**src/rtl/bp_pkg.sv**
```systemverilog
// Shared constants and bundle types for the branch prediction unit.
// BP_GSHARE_EN selects gshare BHT indexing; default build is PC-indexed.
package bp_pkg;

  localparam int ENTRIES_DEF = 64;
  localparam int CNT_W_DEF   = 2;
  localparam int GHR_W_DEF   = 6;
  localparam int PC_W        = 32;
  localparam int PRED_W      = 2 * PC_W + 2;
  localparam int UPD_W       = 2 * PC_W + 2;

  function automatic logic [3:0] wnt_init(input int cnt_w);
    return 4'((1 << (cnt_w - 1)) - 1);
  endfunction

  typedef struct packed {
    logic            valid;
    logic [PC_W-1:0] pc;
    logic            taken;
    logic [PC_W-1:0] target;
  } pred_t;

  typedef struct packed {
    logic            valid;
    logic [PC_W-1:0] pc;
    logic            taken;
    logic [PC_W-1:0] target;
  } upd_t;

endpackage

```
**src/rtl/branch_pred_unit_if.sv**
```systemverilog
// Fetch lookup, prediction and resolved-branch update signals.
// master = fetch/issue side, slave = predictor.
interface branch_pred_unit_if;
  import bp_pkg::*;

  logic            if_valid;
  logic [PC_W-1:0] if_pc;
  logic            if_allowin;
  logic            flush;
  logic            pred_valid;
  logic [PC_W-1:0] pred_pc;
  logic            pred_taken;
  logic [PC_W-1:0] pred_target;
  logic            upd_valid;
  logic [PC_W-1:0] upd_pc;
  logic            upd_taken;
  logic [PC_W-1:0] upd_target;

  modport master (
    output if_valid, if_pc, if_allowin, flush,
    output upd_valid, upd_pc, upd_taken, upd_target,
    input  pred_valid, pred_pc, pred_taken, pred_target
  );

  modport slave (
    input  if_valid, if_pc, if_allowin, flush,
    input  upd_valid, upd_pc, upd_taken, upd_target,
    output pred_valid, pred_pc, pred_taken, pred_target
  );

endinterface

```
**src/rtl/bp_sat_counter.sv**
```systemverilog
// Saturating up/down counter step used by the BHT.
// next = cur when en is low.
module bp_sat_counter #(
  parameter int CNT_W = 2
) (
  input  logic [CNT_W-1:0] cur,
  input  logic             inc,
  input  logic             en,
  output logic [CNT_W-1:0] next
);

  localparam logic [CNT_W-1:0] MAX = '1;
  localparam logic [CNT_W-1:0] MIN = '0;

  always_comb begin
    next = cur;
    if (en) begin
      if (inc && cur != MAX)
        next = cur + 1'b1;
      else if (!inc && cur != MIN)
        next = cur - 1'b1;
    end
  end

endmodule

```
**src/rtl/branch_pred_unit.sv**
```systemverilog
// BTB + BHT branch predictor with registered one-cycle lookup.
// Define BP_GSHARE_EN to XOR global history into the BHT index.
module branch_pred_unit
  import bp_pkg::*;
#(
  parameter int ENTRIES = ENTRIES_DEF,
  parameter int CNT_W   = CNT_W_DEF,
  parameter int GHR_W   = GHR_W_DEF
) (
  input logic clk,
  input logic reset,
  branch_pred_unit_if.slave bp
);

  localparam int IDX   = $clog2(ENTRIES);
  localparam int TAG_W = PC_W - IDX - 2;
  localparam logic [CNT_W-1:0] CNT_INIT =
    CNT_W'(wnt_init(CNT_W));

  logic [ENTRIES-1:0] btb_vld;
  logic [TAG_W-1:0]   btb_tag [ENTRIES];
  logic [PC_W-1:0]    btb_tgt [ENTRIES];
  logic [CNT_W-1:0]   bht     [ENTRIES];

  logic [IDX-1:0]   l_idx;
  logic [IDX-1:0]   u_idx;
  logic [IDX-1:0]   l_bidx;
  logic [IDX-1:0]   u_bidx;
  logic [TAG_W-1:0] l_tag;
  logic [TAG_W-1:0] u_tag;

  assign l_idx = bp.if_pc[IDX+1:2];
  assign u_idx = bp.upd_pc[IDX+1:2];
  assign l_tag = bp.if_pc[PC_W-1:IDX+2];
  assign u_tag = bp.upd_pc[PC_W-1:IDX+2];

  logic unused_bits;
  assign unused_bits = ^{bp.if_pc[1:0], bp.upd_pc[1:0]};

`ifdef BP_GSHARE_EN
  logic [GHR_W-1:0] ghr;

  assign l_bidx = l_idx ^ IDX'(ghr);
  assign u_bidx = u_idx ^ IDX'(ghr);

  always_ff @(posedge clk or posedge reset) begin
    if (reset)
      ghr <= '0;
    else if (bp.upd_valid)
      ghr <= GHR_W'({ghr, bp.upd_taken});
  end
`else
  localparam int unused_ghr_w = GHR_W;

  assign l_bidx = l_idx;
  assign u_bidx = u_idx;
`endif

  logic [CNT_W-1:0] cnt_next;

  bp_sat_counter #(
    .CNT_W(CNT_W)
  ) u_cnt (
    .cur (bht[u_bidx]),
    .inc (bp.upd_taken),
    .en  (bp.upd_valid),
    .next(cnt_next)
  );

  always_ff @(posedge clk or posedge reset) begin
    if (reset) begin
      for (int i = 0; i < ENTRIES; i++)
        bht[i] <= CNT_INIT;
    end else if (bp.upd_valid) begin
      bht[u_bidx] <= cnt_next;
    end
  end

  logic btb_wr;
  assign btb_wr = bp.upd_valid & bp.upd_taken;

  always_ff @(posedge clk or posedge reset) begin
    if (reset)
      btb_vld <= '0;
    else if (btb_wr)
      btb_vld[u_idx] <= 1'b1;
  end

  // Payload is qualified by btb_vld, so it needs no reset.
  always_ff @(posedge clk) begin
    if (btb_wr) begin
      btb_tag[u_idx] <= u_tag;
      btb_tgt[u_idx] <= bp.upd_target;
    end
  end

  logic            l_hit;
  logic            l_taken;
  logic [PC_W-1:0] l_target;

  always_comb begin
    l_hit    = btb_vld[l_idx] && (btb_tag[l_idx] == l_tag);
    l_taken  = l_hit && bht[l_bidx][CNT_W-1];
    l_target = l_taken ? btb_tgt[l_idx]
                       : bp.if_pc + 32'd4;
  end

  pred_t pred_q;

  always_ff @(posedge clk or posedge reset) begin
    if (reset) begin
      pred_q <= '0;
    end else if (bp.flush) begin
      pred_q.valid <= 1'b0;
    end else if (bp.if_allowin) begin
      pred_q.valid <= bp.if_valid;
      if (bp.if_valid) begin
        pred_q.pc     <= bp.if_pc;
        pred_q.taken  <= l_taken;
        pred_q.target <= l_target;
      end
    end
  end

  assign bp.pred_valid  = pred_q.valid;
  assign bp.pred_pc     = pred_q.pc;
  assign bp.pred_taken  = pred_q.taken;
  assign bp.pred_target = pred_q.target;

endmodule

```
**src/flat_wrapper.sv**
```systemverilog
// flat-port wrapper written by rule: the top's interface ports become plain ports
module branch_pred_unit_flat import bp_pkg::*;
#(
  parameter int ENTRIES = ENTRIES_DEF,
  parameter int CNT_W   = CNT_W_DEF,
  parameter int GHR_W   = GHR_W_DEF
)
  (clk, reset, bp_if_valid, bp_if_pc, bp_if_allowin, bp_flush, bp_upd_valid, bp_upd_pc, bp_upd_taken, bp_upd_target, bp_pred_valid, bp_pred_pc, bp_pred_taken, bp_pred_target);
  branch_pred_unit_if bp_i ();
  input logic clk;
  input logic reset;
  input wire logic [$bits(bp_i.if_valid)-1:0] bp_if_valid;
  input wire logic [$bits(bp_i.if_pc)-1:0] bp_if_pc;
  input wire logic [$bits(bp_i.if_allowin)-1:0] bp_if_allowin;
  input wire logic [$bits(bp_i.flush)-1:0] bp_flush;
  input wire logic [$bits(bp_i.upd_valid)-1:0] bp_upd_valid;
  input wire logic [$bits(bp_i.upd_pc)-1:0] bp_upd_pc;
  input wire logic [$bits(bp_i.upd_taken)-1:0] bp_upd_taken;
  input wire logic [$bits(bp_i.upd_target)-1:0] bp_upd_target;
  output wire logic [$bits(bp_i.pred_valid)-1:0] bp_pred_valid;
  output wire logic [$bits(bp_i.pred_pc)-1:0] bp_pred_pc;
  output wire logic [$bits(bp_i.pred_taken)-1:0] bp_pred_taken;
  output wire logic [$bits(bp_i.pred_target)-1:0] bp_pred_target;
  assign bp_i.if_valid = bp_if_valid;
  assign bp_i.if_pc = bp_if_pc;
  assign bp_i.if_allowin = bp_if_allowin;
  assign bp_i.flush = bp_flush;
  assign bp_i.upd_valid = bp_upd_valid;
  assign bp_i.upd_pc = bp_upd_pc;
  assign bp_i.upd_taken = bp_upd_taken;
  assign bp_i.upd_target = bp_upd_target;
  assign bp_pred_valid = bp_i.pred_valid;
  assign bp_pred_pc = bp_i.pred_pc;
  assign bp_pred_taken = bp_i.pred_taken;
  assign bp_pred_target = bp_i.pred_target;
  branch_pred_unit #(.ENTRIES(ENTRIES), .CNT_W(CNT_W), .GHR_W(GHR_W)) u_core (.clk(clk), .reset(reset), .bp(bp_i));
endmodule
```
**config.mk**
```make
export PLATFORM = sky130hd
export DESIGN_NAME = branch_pred_unit_flat
export DESIGN_NICKNAME = d
export VERILOG_FILES = /design/src/rtl/bp_pkg.sv /design/src/rtl/branch_pred_unit_if.sv /design/src/rtl/bp_sat_counter.sv /design/src/rtl/branch_pred_unit.sv /design/src/flat_wrapper.sv
export SDC_FILE = /design/constraint.sdc
export NUM_CORES = 2
export LEC_CHECK = 0
export CAP_MARGIN = 25
export CORE_UTILIZATION = 60
export CTS_BUF_LIST = sky130_fd_sc_hd__clkbuf_4
export DETAILED_ROUTE_END_ITERATION = 12
export GPL_ROUTABILITY_DRIVEN = 0
export HOLD_SLACK_MARGIN = 0.02
export PLACE_DENSITY = 0.77
export SLEW_MARGIN = 20
export SYNTH_ARGS = -nofsm -noshare
export SYNTH_HDL_FRONTEND = slang
export SYNTH_SLANG_ARGS = --single-unit
```
**constraint.sdc**
```tcl
create_clock -name clk -period 10.45 [get_ports clk]
set_input_delay 2.09 -clock clk [delete_from_list [all_inputs] [get_ports clk]]
set_output_delay 2.09 -clock clk [all_outputs]
set_load 0.02 [all_outputs]
```
==> impl_metrics.env <==
export IMPL_run_status="finished, final reports clean"
export IMPL_dp_hpwl_mm=229
export IMPL_cp_endpoint="u_core.bp.pred_target[21]"
export IMPL_period_needed_ps=6230
export IMPL_fmax_mhz=161
export IMPL_synthFlopType="edfxtp_1"
export IMPL_cts_buffers=915
export IMPL_clk_latency_ps=1530
export IMPL_setup_violations_final=0
export IMPL_synthArstFlopShare_pct=6.72
export IMPL_seq_power_share_pct=55.2
export IMPL_io_pins=169
export IMPL_crit_family="buffers and inverters"
export IMPL_vias=81100
export IMPL_critPathArrivalTime_ps=7570
export IMPL_grt_first_pass_wirelength_mm=591
export IMPL_antenna_found_initial=25
export IMPL_placed_cells=10100
export IMPL_finalNonFillerCells=11700
export IMPL_layout_common_cells="edfxtp_1 (3584), clkbuf_4 (1376), mux4_2 (1015), nand2_1 (309), dfrtp_1 (194)"
export IMPL_critPathMaxStageDelay_ps=820
export IMPL_path_depth=12
export IMPL_r2r_slack_ps=5910
export IMPL_tightest_slew_ps=1190
export IMPL_cp_end_kind="flop"
export IMPL_synth_edf_count=3584
export IMPL_clockPowerShare_pct=38.9
export IMPL_final_nets=7815
export IMPL_cp_max_fo=39
export IMPL_routed_via_density=6.91
export IMPL_initialDrtViolationCount=13400
export IMPL_reg2reg_depth=11
export IMPL_synth_nets=6869
export IMPL_drc=0
export IMPL_fp_coreArea_um2=246000
export IMPL_slew_headroom_pct=20.9
export IMPL_avgSynthCellArea_um2=22.0
export IMPL_criticalPathCategory="input pin to flop"
export IMPL_cts_path_max_buffers=4
export IMPL_clkTransAtPathRegs_ps=70
export IMPL_synth_distinct_cells=77
export IMPL_die_area_um2=250000
export IMPL_fin_setup_tns_ps=0
export IMPL_critPathRequiredTime_ps=11800
export IMPL_combPwrFrac_pct=5.9
export IMPL_overflow=0
export IMPL_holdWs_ps=469
export IMPL_startpoint_type="input pin"
export IMPL_seq_area_frac_synth_pct=76.7
export IMPL_slew_viol_final=0
export IMPL_r2r_end="u_core.bht[12]"
export IMPL_yosys_register_bits=3842
export IMPL_p_leak_nw=54.7
export IMPL_cts_sinks=3842
export IMPL_wl_per_cell_um=36.4
export IMPL_p_sw_share_pct=22.7
export IMPL_die_h_um=500
export IMPL_vdd_drop_max_mv=0.164
export IMPL_drv_cap=0
export IMPL_antenna_left=0
export IMPL_worstHoldPathType="flop to flop"
export IMPL_ys_warnings_count=0
export IMPL_hold_buffers=0
export IMPL_io_buffers=166
export IMPL_grt_usage_pct=34.3
export IMPL_rsz0062_at_grt="no"
export IMPL_tritoncts="yes"
export IMPL_cts_root_buf="clkbuf_4"
export IMPL_hold_viol=0
export IMPL_crit_top_cell="buf_4"
export IMPL_syn_inst=6763
export IMPL_grt_pass1_vias=80600
export IMPL_syn_to_final_growth_pct=12.5
export IMPL_internal_power_mw=24.0
export IMPL_rows=182
export IMPL_startpoint="bp_if_pc[6]"
export IMPL_drive_above_1_share_pct=36.3
export IMPL_drt_total_wl_mm=427
export IMPL_final_common_cell="edfxtp_1"
export IMPL_rr_startpoint="u_core.bht[96]"
export IMPL_path_buf_inv=3
export IMPL_start_util_pct=60.5
export IMPL_power_density_nw_per_um2=186
export IMPL_post_cts_buffers=0
export IMPL_cpMaxStageDelayCell="nor3_1"
export IMPL_post_route_period_util_pct=59.6
export IMPL_worstPathCellList="buf_6 -> buf_4 -> nand2_1 -> nor3_1 -> a311oi_1 -> xnor2_1 -> a2111oi_4 -> o2111ai_2 -> nor4_4 -> buf_4 -> mux2i_1 -> o21ai_1"
export IMPL_htreeDepth=6
export IMPL_post_route_util_pct=68.0
export IMPL_firstDrtPassIters=9
export IMPL_die_w_um=500
export IMPL_cts_resized=0
export IMPL_grt_start_max_net_pins=141
export IMPL_netSwitchingPower_mw=7.06
export IMPL_netlist_area_um2=149000
export IMPL_skew_ps=138
[through the flow]
step / instance area, um2 / setup WS, ps / total power, mW
finish: 167000 / 4220 / 31.1
global route: 167000 / 4080 / 32.0
floorplan: 149000 / 1370 / 18.5
detailed placement: 155000 / 2540 / 19.3
CTS: 167000 / 4180 / 31.1
global placement: 155000 / 2650 / 19.2
[area by class of cell]
| type | count | area, um2 |
|---|---|---|
| Sequential cell | 3842 | 114000 |
| Fill cell | 14900 | 78700 |
| Multi-Input combinational cell | 2538 | 33300 |
| Clock buffer | 1376 | 10300 |
| Tap cell | 3312 | 4140 |
| Timing Repair Buffer | 399 | 4090 |
| Clock inverter | 226 | 1240 |
| Inverter | 13 | 66.3 |
| Antenna cell | 25 | 62.6 |
[cell families (layout without fill, tap and decap cells)]
family / Yosys count / in the layout / share of synthesized area, %
xor gates and xnor gates: 43 / 43 / 0.253
AOI/OAI and AO/OA: 486 / 486 / 2.23
DFF: 3842 / 3842 / 76.7
other: 0 / 25 / 0
buffers and inverters: 383 / 2014 / 1.28
muxes: 1263 / 1263 / 17.2
and+or+nand+nor: 743 / 743 / 2.32
adders and majority gates: 3 / 3 / 0.0252
[power groups by stage]
stage	sequential, mW	combinational (mW)	clock [mW]
5_1_grt	17.2	1.92	12.9
3_3_place_gp	17.5	1.74	0
6_report	17.2	1.85	12.1
3_5_place_dp	17.5	1.80	0
4_1_cts	17.2	1.80	12.2
2_1_floorplan	17.5	1.01	0
[cells in the mapped netlist (14+ instances only)]
| master | n | area [um2] |
|---|---|---|
| o22ai_1 | 32 | 200 |
| xnor2_1 | 30 | 263 |
| and2_1 | 16 | 100 |
| nand2_1 | 309 | 1160 |
| o21ai_0 | 82 | 410 |
| o21ai_1 | 23 | 115 |
| buf_4 | 37 | 278 |
| a22oi_1 | 91 | 683 |
| nand3_1 | 40 | 200 |
| a21oi_1 | 77 | 385 |
| o221ai_1 | 14 | 123 |
| a22o_1 | 23 | 201 |
| mux2i_1 | 154 | 1540 |
| a211oi_1 | 15 | 113 |
| mux2_2 | 86 | 968 |
| nor3_1 | 19 | 95.1 |
| nor2b_1 | 28 | 175 |
| a221oi_1 | 42 | 368 |
| dfstp_2 | 64 | 1680 |
| a31oi_1 | 25 | 156 |
| mux4_2 | 1015 | 22900 |
| dfrtp_1 | 194 | 4850 |
| buf_1 | 66 | 248 |
| clkbuf_1 | 175 | 657 |
| buf_6 | 24 | 270 |
| nor2_1 | 171 | 642 |
| buf_2 | 61 | 305 |
| or2_2 | 72 | 450 |
| edfxtp_1 | 3584 | 108000 |
[how the worst min path moves through the flow]
stage	to	slack, ps	from	cells after the start
floorplan	u_core.btb_vld[40]	430	u_core.btb_vld[40]	1
global placement	u_core.btb_vld[41]	440	u_core.btb_vld[41]	1
detailed placement	u_core.btb_vld[41]	450	u_core.btb_vld[41]	1
CTS	u_core.btb_vld[62]	470	u_core.btb_vld[62]	1
global route	u_core.btb_vld[15]	480	u_core.btb_vld[15]	1
finish	u_core.btb_vld[8]	470	u_core.btb_vld[8]	1
[worst register-to-register path: stages (launching register included)]
cell and delay [ps]:
dfstp_2 370, a22o_1 200, a221oi_1 280, a31oi_1 190, or4_1 580, nor4_2 680
ha_1 280, nor2_1 60, o21ai_0 520, xor2_4 540, buf_4 470, mux2_2 260
[per-layer routing]
metal / part of all wire (%) / up-vias / track usage (%) / wire length [um]
met4: 6.7 / 16 / 21.4 / 28800
met3: 14 / 1231 / 8.92 / 57800
li1: - / 31000 / - / -
met5: 0.025 / - / 0 / 105
met2: 47 / 7211 / 52.2 / 199000
met1: 33 / 41600 / 44.8 / 141000
[flip-flops by register name (all words and copies together), names as in the netlist]
name                   count
u_core.btb_tgt          2048
u_core.btb_tag          1536
u_core.bht               128
u_core.btb_vld            64
u_core.bp.pred_pc         32
u_core.bp.pred_target     32
u_core.bp.pred_taken       1
u_core.bp.pred_valid       1
No activity file was read; power rests on OpenSTA's default activity.
